**src/rtl/cpc_mfc_pkg.sv**
```systemverilog
`default_nettype none
// ============================================================================
// Module      : cpc_mfc_pkg
// Description : Shared types and constants for the CPC expansion-bus bridge.
// Revision    : 1.0 - initial release
// ============================================================================
package cpc_mfc_pkg;

    typedef enum logic [2:0] {
        IDLE     = 3'd0,
        REQ      = 3'd1,
        WAIT_ACK = 3'd2,
        HOLD     = 3'd3,
        RELEASE  = 3'd4
    } state_t;

    localparam logic [2:0] IO_AHI_DEFAULT = 3'b111;

    // 74245 direction: 1 drives CPC -> Teensy, 0 drives Teensy -> CPC.
    localparam logic DIR_TO_T   = 1'b1;
    localparam logic DIR_TO_CPC = 1'b0;

endpackage : cpc_mfc_pkg
`default_nettype wire

```
**src/rtl/sync2.sv**
```systemverilog
`default_nettype none
// ============================================================================
// Module      : sync2
// Description : Two-flop synchroniser with asynchronous active-low clear.
// Revision    : 1.0 - initial release
// ============================================================================
module sync2 (
    input  logic i_clk,
    input  logic i_rst_n,
    input  logic i_d,
    output logic o_q
);

    logic r_meta;
    logic r_sync;

    always_ff @(posedge i_clk or negedge i_rst_n) begin
        if (!i_rst_n) begin
            r_meta <= 1'b0;
            r_sync <= 1'b0;
        end else begin
            r_meta <= i_d;
            r_sync <= r_meta;
        end
    end

    assign o_q = r_sync;

endmodule : sync2
`default_nettype wire

```
**src/rtl/cpc_mfc_bus_ctrl.sv**
```systemverilog
`default_nettype none
// ============================================================================
// Module      : cpc_mfc_bus_ctrl
// Description : Z80 bus-cycle sequencer handing claimed I/O and ROM cycles to
//               the Teensy over a four-phase req/ack handshake.
// Revision    : 1.0 - initial release
// ============================================================================
module cpc_mfc_bus_ctrl
    import cpc_mfc_pkg::*;
#(
    parameter logic [2:0] IO_AHI  = IO_AHI_DEFAULT,
    parameter int         TIMEOUT = 255,
    parameter int         CNT_W   = 8
) (
    input  logic       CLK,
    input  logic       RESET_B,
    input  logic [2:0] A_HI,
    input  logic       MREQ_B,
    input  logic       IOREQ_B,
    input  logic       RD_B,
    input  logic       WR_B,
    input  logic       M1_B,
    input  logic       ROMEN_B,
    input  logic       en_rom,
    input  logic       en_io,
    input  logic       t_ack,
    output logic       t_req,
    output logic       t_rnw,
    output logic       t_iom,
    output logic       t_err,
    output logic       ready_pd,
    output logic       bufoe_b,
    output logic       bufdir,
    output logic       romdis_pre
);

    localparam logic [CNT_W-1:0] C_CNT_LAST = CNT_W'(TIMEOUT - 1);

    logic w_en_rom_s;
    logic w_en_io_s;
    logic w_t_ack_s;

    state_t           r_state,    w_state_nxt;
    logic [CNT_W-1:0] r_cnt,      w_cnt_nxt;
    logic             r_t_req,    w_t_req_nxt;
    logic             r_t_rnw,    w_t_rnw_nxt;
    logic             r_t_iom,    w_t_iom_nxt;
    logic             r_t_err,    w_t_err_nxt;
    logic             r_ready_pd, w_ready_pd_nxt;
    logic             r_bufoe_b,  w_bufoe_b_nxt;
    logic             r_bufdir,   w_bufdir_nxt;
    logic             r_romdis,   w_romdis_nxt;

    logic w_io_hit;
    logic w_rom_hit;
    logic w_strobe_lost;

    sync2 u_sync_en_rom (.i_clk(CLK), .i_rst_n(RESET_B), .i_d(en_rom), .o_q(w_en_rom_s));
    sync2 u_sync_en_io  (.i_clk(CLK), .i_rst_n(RESET_B), .i_d(en_io),  .o_q(w_en_io_s));
    sync2 u_sync_t_ack  (.i_clk(CLK), .i_rst_n(RESET_B), .i_d(t_ack),  .o_q(w_t_ack_s));

    // M1_B low with IOREQ_B low is interrupt acknowledge, never ours.
    assign w_io_hit  = !IOREQ_B && M1_B && (A_HI == IO_AHI) && (!RD_B || !WR_B) && w_en_io_s;
    assign w_rom_hit = !MREQ_B && !RD_B && !ROMEN_B && w_en_rom_s;

    // The strobe that claimed the cycle is chosen by the latched cycle type.
    assign w_strobe_lost = (r_t_iom ? IOREQ_B : MREQ_B) || (RD_B && WR_B);

    always_ff @(posedge CLK or negedge RESET_B) begin
        if (!RESET_B) begin
            r_state    <= IDLE;
            r_cnt      <= '0;
            r_t_req    <= 1'b0;
            r_t_rnw    <= 1'b0;
            r_t_iom    <= 1'b0;
            r_t_err    <= 1'b0;
            r_ready_pd <= 1'b0;
            r_bufoe_b  <= 1'b1;
            r_bufdir   <= DIR_TO_T;
            r_romdis   <= 1'b0;
        end else begin
            r_state    <= w_state_nxt;
            r_cnt      <= w_cnt_nxt;
            r_t_req    <= w_t_req_nxt;
            r_t_rnw    <= w_t_rnw_nxt;
            r_t_iom    <= w_t_iom_nxt;
            r_t_err    <= w_t_err_nxt;
            r_ready_pd <= w_ready_pd_nxt;
            r_bufoe_b  <= w_bufoe_b_nxt;
            r_bufdir   <= w_bufdir_nxt;
            r_romdis   <= w_romdis_nxt;
        end
    end

    always_comb begin
        w_state_nxt    = r_state;
        w_cnt_nxt      = r_cnt;
        w_t_req_nxt    = r_t_req;
        w_t_rnw_nxt    = r_t_rnw;
        w_t_iom_nxt    = r_t_iom;
        w_t_err_nxt    = r_t_err;
        w_ready_pd_nxt = r_ready_pd;
        w_bufoe_b_nxt  = r_bufoe_b;
        w_bufdir_nxt   = r_bufdir;
        w_romdis_nxt   = r_romdis;

        case (r_state)
            IDLE: begin
                if (w_io_hit || w_rom_hit) begin
                    w_state_nxt    = REQ;
                    w_ready_pd_nxt = 1'b1;
                    w_t_rnw_nxt    = !RD_B;
                    w_t_iom_nxt    = w_io_hit;
                    w_romdis_nxt   = w_rom_hit && !w_io_hit;
                    w_bufdir_nxt   = !RD_B ? DIR_TO_CPC : DIR_TO_T;
                    w_bufoe_b_nxt  = 1'b0;
                end
            end

            REQ, WAIT_ACK: begin
                if (w_strobe_lost) begin
                    // Bus reset or BUSACK mid-cycle: abandon without holding the Z80.
                    w_state_nxt    = RELEASE;
                    w_ready_pd_nxt = 1'b0;
                    w_bufoe_b_nxt  = 1'b1;
                    w_romdis_nxt   = 1'b0;
                    w_t_req_nxt    = 1'b0;
                end else if (r_state == REQ) begin
                    w_state_nxt = WAIT_ACK;
                    w_t_req_nxt = 1'b1;
                    w_cnt_nxt   = '0;
                end else begin
                    if (r_cnt != C_CNT_LAST) begin
                        w_cnt_nxt = r_cnt + 1'b1;
                    end
                    if (w_t_ack_s) begin
                        w_state_nxt    = HOLD;
                        w_ready_pd_nxt = 1'b0;
                    end else if (r_cnt == C_CNT_LAST) begin
                        w_state_nxt    = HOLD;
                        w_ready_pd_nxt = 1'b0;
                        w_t_err_nxt    = 1'b1;
                    end
                end
            end

            HOLD: begin
                if (w_strobe_lost) begin
                    w_state_nxt   = RELEASE;
                    w_bufoe_b_nxt = 1'b1;
                    w_romdis_nxt  = 1'b0;
                    w_t_req_nxt   = 1'b0;
                end
            end

            RELEASE: begin
                if (!w_t_ack_s) begin
                    w_state_nxt  = IDLE;
                    w_bufdir_nxt = DIR_TO_T;
                end
            end

            default: begin
                w_state_nxt = IDLE;
            end
        endcase
    end

    assign t_req      = r_t_req;
    assign t_rnw      = r_t_rnw;
    assign t_iom      = r_t_iom;
    assign t_err      = r_t_err;
    assign ready_pd   = r_ready_pd;
    assign bufoe_b    = r_bufoe_b;
    assign bufdir     = r_bufdir;
    assign romdis_pre = r_romdis;

endmodule : cpc_mfc_bus_ctrl
`default_nettype wire

```
**config.mk**
```make
export PLATFORM = sky130hd
export DESIGN_NAME = cpc_mfc_bus_ctrl
export DESIGN_NICKNAME = d
export VERILOG_FILES = /design/src/rtl/cpc_mfc_pkg.sv /design/src/rtl/sync2.sv /design/src/rtl/cpc_mfc_bus_ctrl.sv
export SDC_FILE = /design/constraint.sdc
export NUM_CORES = 1
export LEC_CHECK = 0
export ABC_AREA = 1
export BUFFER_PORTS_ARGS = -buffer_cell sky130_fd_sc_hd__buf_4
export CAP_MARGIN = 20
export CORE_AREA = 2 2 76 56
export CTS_CLUSTER_DIAMETER = 80
export DETAILED_ROUTE_END_ITERATION = 8
export DIE_AREA = 0 0 78 58
export PLACE_DENSITY_LB_ADDON = 0.05
export SLEW_MARGIN = 20
export SYNTH_ARGS = -nofsm -noshare
export SYNTH_HDL_FRONTEND = slang
export SYNTH_SLANG_ARGS = --single-unit
```
**constraint.sdc**
```tcl
create_clock -name CLK -period 1.4 [get_ports CLK]
set_input_delay 0.07 -clock CLK [delete_from_list [all_inputs] [get_ports CLK]]
set_output_delay 0.07 -clock CLK [all_outputs]
set_load 0.01 [all_outputs]
```
# Yosys cells after proc, flatten, opt, wreduce, memory -nomap -nowiden
# Index checks and enable logic that the tools add are counted.
[totals]
output_inout_bits = 8
in_bits = 14
ram_bits = 0
n_memories = 0
romBits = 0
latchBits = 0
ff_bits = 25
[classes]
n_eq_ne = 15
multipliers = 0
n_lt_le_gt_ge = 0
n_addsub = 1
reduce_logical = 34
n_div = 0
bitwise = 3
shift = 0
muxes = 30
[ops]
columns = ["cell", "count"]
rows = [
  ["$mux W3", 7],
  ["$mux W8", 2],
  ["$mux W1", 15],
  ["$pmux W3 S4", 1],
  ["$reduce_and A3 Y1", 4],
  ["$pmux W1 S2", 5],
  ["$reduce_bool A2 Y1", 5],
  ["$logic_and A1 B1 Y1", 9],
  ["$add A8 B1 Y8 const B", 1],
  ["$eq A8 B8 Y1 const B", 1],
  ["$ne A8 B8 Y1 const B", 1],
  ["$reduce_and A4 Y1", 2],
  ["$eq A3 B2 Y1 const B", 2],
  ["$eq A3 B3 Y1 const B", 2],
  ["$logic_not A1 Y1", 6],
  ["$ne A2 B2 Y1 const B", 3],
  ["$ne A3 B3 Y1 const B", 2],
  ["$ne A5 B4 Y1 const B", 1],
  ["$reduce_and A5 Y1", 1],
  ["$ne A4 B3 Y1 const B", 1],
  ["$eq A3 B1 Y1 const B", 1],
  ["$logic_not A3 Y1", 1],
  ["$logic_or A1 B1 Y1", 3],
  ["$not A1 Y1", 3],
  ["4 further kinds", 4],
]

# Longest topological paths before layout
# Gate-level depths: netlist (run 1).
[logic_depth]
depth_word = 9
mapped_depth = 10

# Hierarchy
# From an unflattened synthesis (run 1), not the netlist that was laid out.
[unflattened]
hier_cells = 160
area_unflattened_um2 = 1330.0
[modules_own_cells]
columns = ["mod", "cells_per_inst", "instances", "area_each_um2"]
rows = [
  ["cpc_mfc_bus_ctrl", 154, 1, 1179.9],
  ["sync2", 2, 3, 50.0],
]

# Least setup slack after synthesis (run 1)
# OpenSTA, ideal clock, no wires.
[synth_path]
path_type = "flip-flop to flip-flop"
start = "register r_t_iom, in the netlist t_iom"
end = "register r_cnt[2]"
n_path_buf = 1
period_less_slack_ps = 1378
setup_time_ps = 118
setup_slack_ps = 22
required_ps = 1282
arrival_ps = 1260
path_stages_with_launch = 10
cell_sequence = "dfrtp_1 nand2_1 nand3_2 nor2_4 inv_1 nor2_4 inv_4 buf_12 nand2_2 o21ai_2"
[synth_between]
elab_chain_cells = 4
[synth_rtl]
columns = ["item", "line_no", "rtl"]
rows = [
  ["from (decl)", "cpc_mfc_bus_ctrl.sv:47", "logic r_t_iom, w_t_iom_nxt;"],
  ["from (signal assigned)", "cpc_mfc_bus_ctrl.sv:86", "r_t_iom <= w_t_iom_nxt;"],
  ["$mux W1", "cpc_mfc_bus_ctrl.sv:67", "assign w_strobe_lost = (r_t_iom ? IOREQ_B : MREQ_B) || (RD_B && WR_B);"],
  ["$logic_or A1 B1 Y1", "cpc_mfc_bus_ctrl.sv:67", ""],
  ["$not A1 Y1 (no source line)", "-", ""],
  ["$reduce_and A3 Y1 (no source line)", "-", ""],
  ["to (signal assigned)", "cpc_mfc_bus_ctrl.sv:83", "r_cnt <= w_cnt_nxt;"],
  ["to (decl)", "cpc_mfc_bus_ctrl.sv:44", "logic [CNT_W-1:0] r_cnt, w_cnt_nxt;"],
]
# No other way between the ends.
# A chain may end at the register's enable or synchronous reset.

# Worst setup path in the final report (run 1)
[layout_path]
start = "register r_cnt[0]"
end = "register r_cnt[4]"
[layout_between]
elab_chain_cells = 3
[layout_rtl]
columns = ["item", "line_no"]
rows = [
  ["$add A8 B1 Y8 / $ne A8 B8 Y1 (equally long branches)", "cpc_mfc_bus_ctrl.sv:134, cpc_mfc_bus_ctrl.sv:133"],
  ["$mux W8 / $reduce_bool A2 Y1 (equally long branches)", "-"],
  ["$mux W8 / $reduce_and A3 Y1 (equally long branches)", "-"],
]
# Several ways; a longest one is shown, not always the timed one. The select of a mux whose other input is x is not followed.

==> impl_metrics.csv, run 1 <==
group,metric,value,unit
setup_path,worstPathArrival,1.55,ns
clock_network,clock_latency,0.27,ns
power_and_ir_drop,pwr_density_cell,1500,mW/mm^2
routing,dr_total_vias,1062,
timing,fin_ws,0.0117,ns
synthesis,synthesis.area_per_instance,8.63,um^2
job,max_cap_violations,0,
timing,final.hold.worst_slack,0.0426,ns
clock_network,tritoncts,"done",
power_and_ir_drop,vdd_ir_drop_max,0.853,mV
setup_path,timing.critical_path.required,1.56,ns
synthesis,yosysWarningCount,0,
timing,timing.final.setup_violations,0,
place,pre_cts_slack,0.0236,ns
routing,remaining_drc_errors,0,
clock_network,number_of_clock_buffers_inserted_by_tritoncts,3,
cells_and_area,insertedDiodeCount,0,
cells_and_area,drive_gt1_share,36.5,%
routing,initialDrtViolationCount,66,
synthesis,synth.cell_area,0.00129,mm^2
routing,drt_pass1_iterations,4,
floorplanning,std_cell_core_area,0.00380,mm^2
cells_and_area,final_core_utilization,45.0,%
clock_network,clockRootBuffer,"clkbuf_8",
floorplanning,die_x,78,um
timing,finalClockSkew,0.00659,ns
run_status,run_status,"finished clean",
grt,grt_pass1_vias,1054,
clock_network,clock_path_buffers,2,
place,finalWeightedCongestion,0.799,
routing,routed_wire_length_per_instance,12.1,um
grt,grt_start_max_net_pins,26,
cells_and_area,area_delta_synth_final,32.1,%
routing,ant_nets,0,
setup_path,slowest_delay,0.42,ns
setup_path,crit_path_frequent_cell,"nand2_1",
timing,max_freq,0.720,GHz
synthesis,syn_inst,150,
clock_network,clkSinkCount,25,
timing,slew_violations,0,
clock_network,cts_max_level,1,
place,port_buffers,21,
synthesis,number_of_nets_produced_by_synthesis,166,
timing,post_route_clock_period_utilization,99.2,%
place,dp.final_hpwl,2220,um
cells_and_area,finish.net_count,209,
setup_path,slowest_cell_on_the_critical_path,"dfrtp_1",
power_and_ir_drop,post-layout-total-power,2.57,mW
synthesis,yosys.cell_types.count,24,
clock_network,path_clk_slew,0.09,ns
routing,overall_routed_net_length,2960,um
grt,grt_antenna_before_repair,0,
setup_path,start_kind,"flop",
synthesis,synth_seq_area_share,48.5,%
floorplanning,start_util,34.0,%
worst_hold_path,min_path_type,"input port to flop",
setup_path,critical_path.max_fanout,5,
timing,least_margin_pin_slew,0.322,ns
floorplanning,ios,22,
setup_path,family_with_the_most_delay_on_the_worst_path,"flip-flops",
setup_path,worst-path-buf-inv,1,
timing,unrepaired_setup_endpoints_after_global_routing,"true",
grt,groute.usage.overall,14.4,%
floorplanning,dieHeight,58,um
timing,hold_viol,0,
floorplanning,rows,19,
setup_path,path_class,"flop to flop",
setup_path,endpoint_kind,"flop",
synthesis,synth-seq-cells,25,
grt,grt_remaining_overflow,0,
power_and_ir_drop,p_leak,0.862,nW
routing,avgViaCountPerCell,4.35,
timing,max-slew-margin-rel,78.5,%
grt,global_route_wire_length_before_repair,5060,um
timing,period_needed,1.39,ns
setup_path,crit_path_cell_trace,"buf_4 -> ha_1 -> nand3_1 -> xor2_1 -> nor2_1 -> nand2_1 -> nand2_1",
floorplanning,design.die.area,0.00452,mm^2
[repair_timing]
action | CTS | global route
hold buffers | 4 | 0
setup endpoints to repair | 0 | 14
resized for setup | 0 | 6
buffers inserted | 0 | 5
endpoints found under the hold margin | 28 | 0
[worst paths after layout]
path	start	slack (ns)	cells past startpoint	to
max in group asynchronous	RESET_B	0.87	2	bufoe_b
max	r_cnt[0]	0.01	7	r_cnt[4]
min reg2reg	u_sync_t_ack.r_meta	0.36	0	u_sync_t_ack.o_q
min	RD_B	0.04	2	t_rnw
min in group asynchronous	RESET_B	0.23	2	t_err
max reg2reg	r_cnt[0]	0.01	7	r_cnt[4]
[metal layers]
| layer | global-route usage [%] | vias to the layer above | routed length [um] |
|---|---|---|---|
| met2 | 19.0 | 18 | 1200 |
| li1 | - | 563 | - |
| met1 | 23.7 | 479 | 1660 |
| met5 | 0 | - | 0 |
| met4 | 2.76 | 0 | 13 |
| met3 | 3.27 | 2 | 86 |
[synthesized netlist by cell type]
| cell type | instances | share of area (%) |
|---|---|---|
| inv_1 | 15 | 4.3 |
| a31o_2 | 2 | 1.4 |
| nand2_2 | 6 | 2.9 |
| nand2_1 | 38 | 11 |
| nand3_4 | 1 | 1.4 |
| or2_2 | 2 | 0.97 |
| nor2_4 | 4 | 3.5 |
| nand3_1 | 15 | 5.8 |
| o21ai_2 | 5 | 3.4 |
| nand3b_1 | 1 | 0.58 |
| inv_4 | 1 | 0.48 |
| a21oi_1 | 1 | 0.39 |
| xor2_1 | 2 | 1.4 |
| inv_2 | 2 | 0.58 |
| nand3_2 | 2 | 1.5 |
| nor3_1 | 3 | 1.2 |
| nor2_1 | 15 | 4.3 |
| ha_1 | 2 | 1.9 |
| o21ai_0 | 4 | 1.5 |
| dfrtp_1 | 23 | 44 |
| buf_12 | 1 | 1.5 |
| dfstp_2 | 2 | 4.1 |
| a31oi_1 | 1 | 0.48 |
| nand4_1 | 2 | 0.97 |
[cell families (layout without fill, tap and decap cells)]
group,Yosys count,after routing,synth area share (%)
buffers and inverters,19,61,6.96
AO/OA/AOI/OAI,13,13,7.15
flip-flops,25,25,48.5
XOR/XNOR,2,2,1.35
AND/OR/NAND/NOR,89,89,34.1
adder cells (fa/ha/maj),2,2,1.93
[area by class of cell]
class	instances	area (um^2)
clock buffer	3	41.3
clock inverter	1	8.76
fill	396	2090
inverter	18	72.6
multi-input combinational	106	592
sequential	25	628
tap	52	65.1
timing repair buffer	39	303
[power breakdown]
group          internal [mW]  switching, mW
clock network          0.209          0.249
logic                  0.484          0.602
registers              0.895          0.136
total                   1.59          0.987
[worst register-to-register path: stages, from the launching register on]
cell     delay, ns
dfrtp_1       0.42
buf_4         0.15
ha_1          0.26
nand3_1       0.12
xor2_1        0.15
nor2_1        0.05
nand2_1       0.06
nand2_1       0.06
[layout by cell type (no fill, tap or decap), types with 2 or more instances in the layout]
master,instances
o21ai_0,3
or2_2,2
buf_4,35
dfrtp_1,23
nor2_1,13
xor2_1,2
o21ai_2,5
nor3_1,2
clkbuf_8,3
inv_6,2
ha_1,2
inv_2,2
dlygate4sd3_1,4
inv_1,15
nand3_1,14
nand2_1,38
a31o_2,2
nand4_1,2
nand3_2,3
nor2_4,4
nor2_2,2
nand2_2,6
dfstp_2,2
[registers in the layout, summed over array words and instances (netlist names)]
signal                flops
r_state                   3
u_sync_en_io.o_q          1
t_rnw                     1
u_sync_t_ack.r_meta       1
u_sync_en_rom.r_meta      1
r_cnt                     8
t_err                     1
bufoe_b                   1
t_iom                     1
u_sync_en_rom.o_q         1
u_sync_en_io.r_meta       1
bufdir                    1
u_sync_t_ack.o_q          1
ready_pd                  1
t_req                     1
romdis_pre                1
[metrics by stage]
stage               instance area (um^2)  TNS (ns)  instances
floorplan                           1290         0        150
global placement                    1570         0        231
detailed placement                  1570         0        231
CTS                                 1660         0        239
global route                        1710    -0.348        244
finish                              1710         0        244
Note: power is estimated with default switching activity, not from simulation.
==> run 2, diff against run 1 <==
--- a/config.mk
+++ b/config.mk
@@ -5,13 +5,12 @@
 export SDC_FILE = /design/constraint.sdc
 export NUM_CORES = 1
 export LEC_CHECK = 0
-export ABC_AREA = 1
 export BUFFER_PORTS_ARGS = -buffer_cell sky130_fd_sc_hd__buf_4
 export CAP_MARGIN = 20
-export CORE_AREA = 2 2 76 56
+export CORE_AREA = 2 2 74 55
 export CTS_CLUSTER_DIAMETER = 80
 export DETAILED_ROUTE_END_ITERATION = 8
-export DIE_AREA = 0 0 78 58
+export DIE_AREA = 0 0 76 57
 export PLACE_DENSITY_LB_ADDON = 0.05
 export SLEW_MARGIN = 20
 export SYNTH_ARGS = -nofsm -noshare
==> run 2 against run 1 <==
Non-clock buffer count rose by 25; wire length rose by 7.4%; clock power fell by 5.0%; critical endpoint is now r_cnt[1]; critical path depth fell by 2; sequential cell count did not move; total power fell by 17%; final cell count fell by 6.1%; the flow now finishes with violations (setup timing).
==> impl_metrics.csv, run 2 <==
group,metric,value,unit
run_status,run_status,"finished, violations left",
run_status,violations_in_the_final_reports,"setup timing",
synthesis,synthesis.area_per_instance,10.7,um^2
synthesis,yosysMostFrequentCell,"dfrtp_1",
power_and_ir_drop,p_comb_share,35.0,%
synthesis,synth_edf_count,0,
floorplanning,ios,22,
setup_path,critical_path.max_fanout,7,
timing,least_margin_pin_slew,0.328,ns
setup_path,worstPathArrival,1.93,ns
power_and_ir_drop,power_report.internal_total,1.48,mW
synthesis,synth_top_cell_by_area,"dfrtp_1",
cells_and_area,number_of_flip_flops_under_the_largest_register_name,8,
power_and_ir_drop,p_leak,0.843,nW
floorplanning,std_cell_core_area,0.00368,mm^2
place,dp.final_hpwl,2280,um
cells_and_area,layout_top_registers,"r_cnt: 8 flops, r_state: 3 flops",
synthesis,synth_top_family_by_area,"simple AND/OR/NAND/NOR gates",
cells_and_area,finish.net_count,194,
place,port_buffers,21,
place,pre_cts_slack,-0.386,ns
clock_network,clock_path_buffers,2,
cells_and_area,insertedDiodeCount,0,
clock_network,clkSinkCount,25,
setup_path,start_kind,"flop",
cells_and_area,final_common_cell,"buf_4",
routing,routed_wire_length_per_instance,13.9,um
place,finalWeightedCongestion,0.777,
floorplanning,design.die.area,0.00433,mm^2
cells_and_area,drive_gt1_share,50.3,%
cells_and_area,register_containing_the_most_flip_flops_in_the_final_layout,"r_cnt",
grt,grt_antenna_before_repair,0,
setup_path,timing.critical_path.required,1.56,ns
timing,setup-tns-final,-4.05,ns
synthesis,synthMuxAreaShare,1.23,%
setup_path,path_class,"flop to flop",
synthesis,post_synth_and_or_nand_nor_area_fraction,23.4,%
synthesis,postSynth.topFlopCell,"dfrtp_1",
synthesis,synth_compound_area_share,13.2,%
setup_path,endpoint_kind,"flop",
power_and_ir_drop,p_switching,661,uW
synthesis,synth_seq_area_share,51.5,%
power_and_ir_drop,clock_power_share,20.3,%
timing,hold_viol,0,
timing,post_route_clock_period_utilization,127,%
power_and_ir_drop,sw_frac_of_total,30.9,%
clock_network,clock_latency,0.27,ns
synthesis,yosys.cell_types.count,39,
routing,dr_total_vias,1119,
power_and_ir_drop,pwr-share-seq,44.7,%
worst_hold_path,min_path_type,"input port to flop",
grt,groute.usage.overall,16.2,%
routing,initialDrtViolationCount,40,
synthesis,synth_commonest_cells,"dfrtp_1 (23), nor2_1 (9), o21ai_0 (6)",
synthesis,adder_and_majority_cell_fraction_of_the_synthesized_area,2.05,%
synthesis,synth-async-reset-ratio,100,%
timing,fin_ws,-0.374,ns
synthesis,syn_inst,114,
clock_network,tritoncts,"done",
clock_network,cts_max_level,1,
timing,timing.final.setup_violations,14,
cells_and_area,filler_cell_count,332,
synthesis,synth_xor_area_share,5.03,%
synthesis,number_of_nets_produced_by_synthesis,130,
floorplanning,rows,19,
timing,finalClockSkew,0.00360,ns
timing,period_needed,1.77,ns
synthesis,synth_top_cells_by_area,"dfrtp_1 (47%), dfstp_2 (4.3%), nor4_4 (3.5%), xnor2_1 (2.9%), nor2_1 (2.8%)",
timing,slew_violations,0,
synthesis,synth.cell_area,0.00122,mm^2
clock_network,path_clk_slew,0.09,ns
cells_and_area,area_delta_synth_final,57.7,%
power_and_ir_drop,pwr_density_cell,1110,mW/mm^2
routing,drt_pass1_iterations,4,
floorplanning,die_x,76,um
timing,max-slew-margin-rel,78.1,%
grt,global_route_wire_length_before_repair,5450,um
routing,remaining_drc_errors,0,
routing,ant_nets,0,
clock_network,number_of_clock_buffers_inserted_by_tritoncts,3,
synthesis,synth_largest_type_area_fraction,47.2,%
timing,max_freq,0.564,GHz
routing,avgViaCountPerCell,4.89,
routing,overall_routed_net_length,3180,um
grt,grt_pass1_vias,1134,
floorplanning,start_util,33.1,%
synthesis,synth-seq-cells,25,
floorplanning,dieHeight,57,um
synthesis,yosysWarningCount,0,
grt,grt_remaining_overflow,0,
cells_and_area,layout.cells.most_common_list,"buf_4 (57), dfrtp_1 (23), o21ai_1 (7)",
job,max_cap_violations,0,
power_and_ir_drop,vdd_ir_drop_max,0.606,mV
clock_network,clockRootBuffer,"clkbuf_8",
grt,grt_start_max_net_pins,26,
timing,unrepaired_setup_endpoints_after_global_routing,"true",
[run 2: cell types whose count changed after synthesis, sizes merged, moves of 3 or more]
cell,change
nor4,+5
o41ai,+3
and2,+3
nand2,-39
nand3,-14
nor2,-9
xnor2,+4
inv,-14
[run 2: per-stage QoR]
step | hold WS [ns] | instances | area (um^2) | utilization, % | total power, mW
after floorplan | -0.226 | 114 | 1240 | - | 1.26
after global placement | -0.00404 | 216 | 1690 | 45.9 | 1.61
after detailed placement | 0.00175 | 216 | 1690 | 45.9 | 1.62
after CTS | 0.115 | 226 | 1850 | 50.3 | 2.14
after global routing | 0.155 | 229 | 1920 | 52.2 | 2.30
final | 0.133 | 229 | 1920 | 52.2 | 2.14
[run 2: layer usage]
layer,GRT usage [%],wire length (um),share of wire (%)
met1,22.8,1590,50
met2,24.9,1430,45
met3,4.43,120,3.8
met4,4.68,36,1.1
met5,0,0,0
[run 2: kinds of logic (layout without fill, tap and decap cells)]
group                    count (synthesis)  in the layout
flip-flops                              25             25
AND/OR/NAND/NOR                         45             45
AO/OA/AOI/OAI                           25             25
adder cells (fa/ha/maj)                  2              2
XOR/XNOR                                 7              7
multiplexers                             1              1
buffers and inverters                    9             72
[run 2: worst paths after layout]
check	slack, ns	cells after the start	startpoint	endpoint
setup / recovery	-0.37	5	t_iom	r_cnt[1]
hold / removal	0.13	3	RD_B	t_rnw
setup reg to reg	-0.37	5	t_iom	r_cnt[1]
hold reg to reg	0.36	0	u_sync_en_io.r_meta	u_sync_en_io.o_q
max in group asynchronous	0.85	2	RESET_B	bufdir
min in group asynchronous	0.25	2	RESET_B	u_sync_en_rom.o_q
[run 2: final cells by class]
type	instances	area (um^2)	area share [%]
multi-input cells	80	668	34.7
clock buffers	3	41.3	2.15
flip-flops and latches	25	628	32.6
well taps	52	65.1	3.38
repair buffers	64	502	26.1
clock inverters	1	5.00	0.260
inverters	4	15.0	0.780
[run 2: worst max-delay path, cell delays in order, from the launching register on]
cell	delay, ns
dfrtp_1	0.40
mux2_4	0.31
or4_4	0.57
buf_4	0.18
o21ai_1	0.13
o21ai_1	0.08
[run 2: power groups by stage]
| stage | combinational (mW) | sequential, mW | clock (mW) |
|---|---|---|---|
| floorplan | 0.259 | 1.00 | 0 |
| global placement | 0.653 | 0.958 | 0 |
| detailed placement | 0.656 | 0.965 | 0 |
| CTS | 0.722 | 0.955 | 0.460 |
| global route | 0.828 | 0.978 | 0.491 |
| finish | 0.748 | 0.956 | 0.434 |
[run 2: timing repair]
item                                   in CTS  in global routing
setup endpoints to repair                  16                 19
pin swaps                                  10                  8
cloned                                      0                  0
hold buffers                                4                  0
setup buffers                               2                  4
endpoints found under the hold margin      28                  0
resized for setup                          17                 10
==> run 3, diff against run 2 <==
--- a/config.mk
+++ b/config.mk
@@ -7,12 +7,13 @@
 export LEC_CHECK = 0
 export BUFFER_PORTS_ARGS = -buffer_cell sky130_fd_sc_hd__buf_4
 export CAP_MARGIN = 20
-export CORE_AREA = 2 2 74 55
+export CORE_AREA = 2 2 64 48
 export CTS_CLUSTER_DIAMETER = 80
 export DETAILED_ROUTE_END_ITERATION = 8
-export DIE_AREA = 0 0 76 57
+export DIE_AREA = 0 0 66 50
 export PLACE_DENSITY_LB_ADDON = 0.05
 export SLEW_MARGIN = 20
 export SYNTH_ARGS = -nofsm -noshare
 export SYNTH_HDL_FRONTEND = slang
 export SYNTH_SLANG_ARGS = --single-unit
+export TNS_END_PERCENT = 20
==> run 3 against run 2 <==
The flow still finishes with violations (setup timing); final cell count decreased by 9.2%; critical path depth unchanged; via count fell by 2.5%; die area shrank 24%; sequential power about the same; total power fell by 1.9%; clock power up 3%; largest power group unchanged; sequential cell count did not move; clock-buffer cell count did not move; wire length shrank 9.4%; critical path type unchanged; clock skew grew 0.011 ns.
==> impl_metrics.csv, run 3 (same netlist as run 2, synthesis figures left out) <==
group,metric,value,unit
timing,fin_ws,-0.396,ns
cells_and_area,insertedDiodeCount,0,
timing,finalClockSkew,0.0143,ns
grt,grt_remaining_overflow,0,
setup_path,start_kind,"flop",
cells_and_area,area_delta_synth_final,46.6,%
routing,dr_total_vias,1091,
setup_path,crit_path_frequent_cell,"o21ai_1",
run_status,violations_in_the_final_reports,"setup timing",
routing,routed_wire_length_per_instance,13.8,um
power_and_ir_drop,clock_power_share,21.2,%
grt,groute.usage.overall,20.6,%
power_and_ir_drop,vdd_ir_drop_max,0.854,mV
setup_path,worstPathArrival,1.97,ns
place,detailed_place.area,0.00165,mm^2
cells_and_area,final_common_cell,"buf_4",
floorplanning,start_util,45.5,%
timing,unrepaired_setup_endpoints_after_global_routing,"true",
power_and_ir_drop,p_comb_share,33.3,%
setup_path,timing.critical_path.required,1.57,ns
timing,least_margin_pin_slew,0.328,ns
cells_and_area,register_containing_the_most_flip_flops_in_the_final_layout,"r_cnt",
floorplanning,rows,16,
job,max_cap_violations,0,
cells_and_area,finalInstanceArea,0.00179,mm^2
power_and_ir_drop,pwr_density_cell,1170,mW/mm^2
power_and_ir_drop,p_leak,0.805,nW
power_and_ir_drop,power_report.internal_total,1.45,mW
floorplanning,ios,22,
timing,post_route_clock_period_utilization,128,%
cells_and_area,layout.cells.non_filler,208,
floorplanning,dieHeight,50,um
grt,grt_antenna_before_repair,0,
cells_and_area,layout.cells.most_common_list,"buf_4 (54), dfrtp_1 (23), nor2_1 (8)",
cells_and_area,layout_top_registers,"r_cnt: 8 flops, r_state: 3 flops",
power_and_ir_drop,pwr-share-seq,45.5,%
routing,overall_routed_net_length,2880,um
worst_hold_path,min_path_type,"input port to flop",
setup_path,slowest_delay,0.57,ns
place,port_buffers,21,
routing,initialDrtViolationCount,32,
routing,ant_nets,0,
grt,grt_pass1_vias,1096,
clock_network,cts_max_level,1,
place,post-place-cells,199,
clock_network,path_clk_slew,0.10,ns
timing,period_needed,1.80,ns
run_status,run_status,"finished, violations left",
place,finalWeightedCongestion,0.801,
routing,remaining_drc_errors,0,
cells_and_area,finish.net_count,189,
setup_path,path_class,"flop to flop",
clock_network,tritoncts,"done",
timing,max-slew-margin-rel,77.9,%
clock_network,clock_path_buffers,2,
place,dp.final_hpwl,2160,um
setup_path,critical_path.max_fanout,7,
setup_path,endpoint_kind,"flop",
power_and_ir_drop,p_switching,647,uW
routing,avgViaCountPerCell,5.25,
timing,max_freq,0.557,GHz
power_and_ir_drop,sw_frac_of_total,30.8,%
setup_path,crit_path_cell_trace,"mux2_4 -> or4_4 -> buf_4 -> o21ai_1 -> o21ai_1",
grt,global_route_wire_length_before_repair,5100,um
clock_network,clock_latency,0.28,ns
clock_network,clockRootBuffer,"clkbuf_8",
routing,drt_pass1_iterations,4,
cells_and_area,drive_gt1_share,44.2,%
cells_and_area,number_of_flip_flops_under_the_largest_register_name,8,
timing,hold_viol,0,
setup_path,slowest_cell_on_the_critical_path,"or4_4",
timing,timing.final.setup_violations,15,
floorplanning,design.die.area,0.00330,mm^2
grt,grt_start_max_net_pins,26,
floorplanning,std_cell_core_area,0.00268,mm^2
floorplanning,die_x,66,um
clock_network,clkSinkCount,25,
timing,slew_violations,0,
clock_network,number_of_clock_buffers_inserted_by_tritoncts,3,
run 3: final timing paths:
check	from	end	slack, ns	cells after the start
max	t_iom	r_cnt[0]	-0.40	5
min	RD_B	t_rnw	0.11	3
max reg2reg	t_iom	r_cnt[0]	-0.40	5
min reg2reg	u_sync_en_io.r_meta	u_sync_en_io.o_q	0.35	0
max in group asynchronous	RESET_B	bufdir	0.88	2
min in group asynchronous	RESET_B	ready_pd	0.21	2
run 3: final cells by class:
class	instances	area, um^2
Sequential cell	25	628
Timing Repair Buffer	59	457
Inverter	4	15.0
Fill cell	226	895
Tap cell	36	45.0
Clock inverter	1	7.51
Multi-Input combinational cell	80	594
Clock buffer	3	41.3
run 3: critical path, delay by kind of cell, from the launching register on:
kind	cells	cell delay [ns]
flip-flops	1	0.42
buffers and inverters	1	0.18
multiplexers	1	0.32
AO/OA/AOI/OAI	2	0.20
AND/OR/NAND/NOR	1	0.57
run 3: power by group through the flow:
stage                     Clock (mW)  Sequential, mW  Combinational, mW
after floorplan                    0            1.00              0.256
after global placement             0           0.955              0.653
after detailed placement           0           0.963              0.665
after CTS                      0.460           0.955              0.689
after global routing           0.505           0.976              0.775
final                          0.445           0.954              0.699
run 3: what timing repair did:
item	in CTS	in global routing
endpoints found under the hold margin	28	0
setup endpoints to repair	17	17
pin swaps	0	1
resized for setup	7	5
hold buffers	4	0
setup buffers	0	1
run 3: through the flow:
stage	TNS [ns]	worst slack (ns)	util [%]	hold WS [ns]	power (mW)
global route	-5.25	-0.476	66.7	0.126	2.26
CTS	-4.19	-0.403	65.3	0.111	2.10
floorplan	-3.59	-0.411	-	-0.226	1.26
global placement	-3.23	-0.316	61.5	-0.00999	1.61
finish	-4.00	-0.396	66.7	0.112	2.10
detailed placement	-3.67	-0.356	61.5	-0.00666	1.63
run 3: metal layers:
metal	track usage [%]	vias up	wire, um
met3	4.79	3	171
met1	30.0	517	1420
li1	-	537	-
met4	5.10	0	23
met5	0	-	0
met2	31.0	34	1260
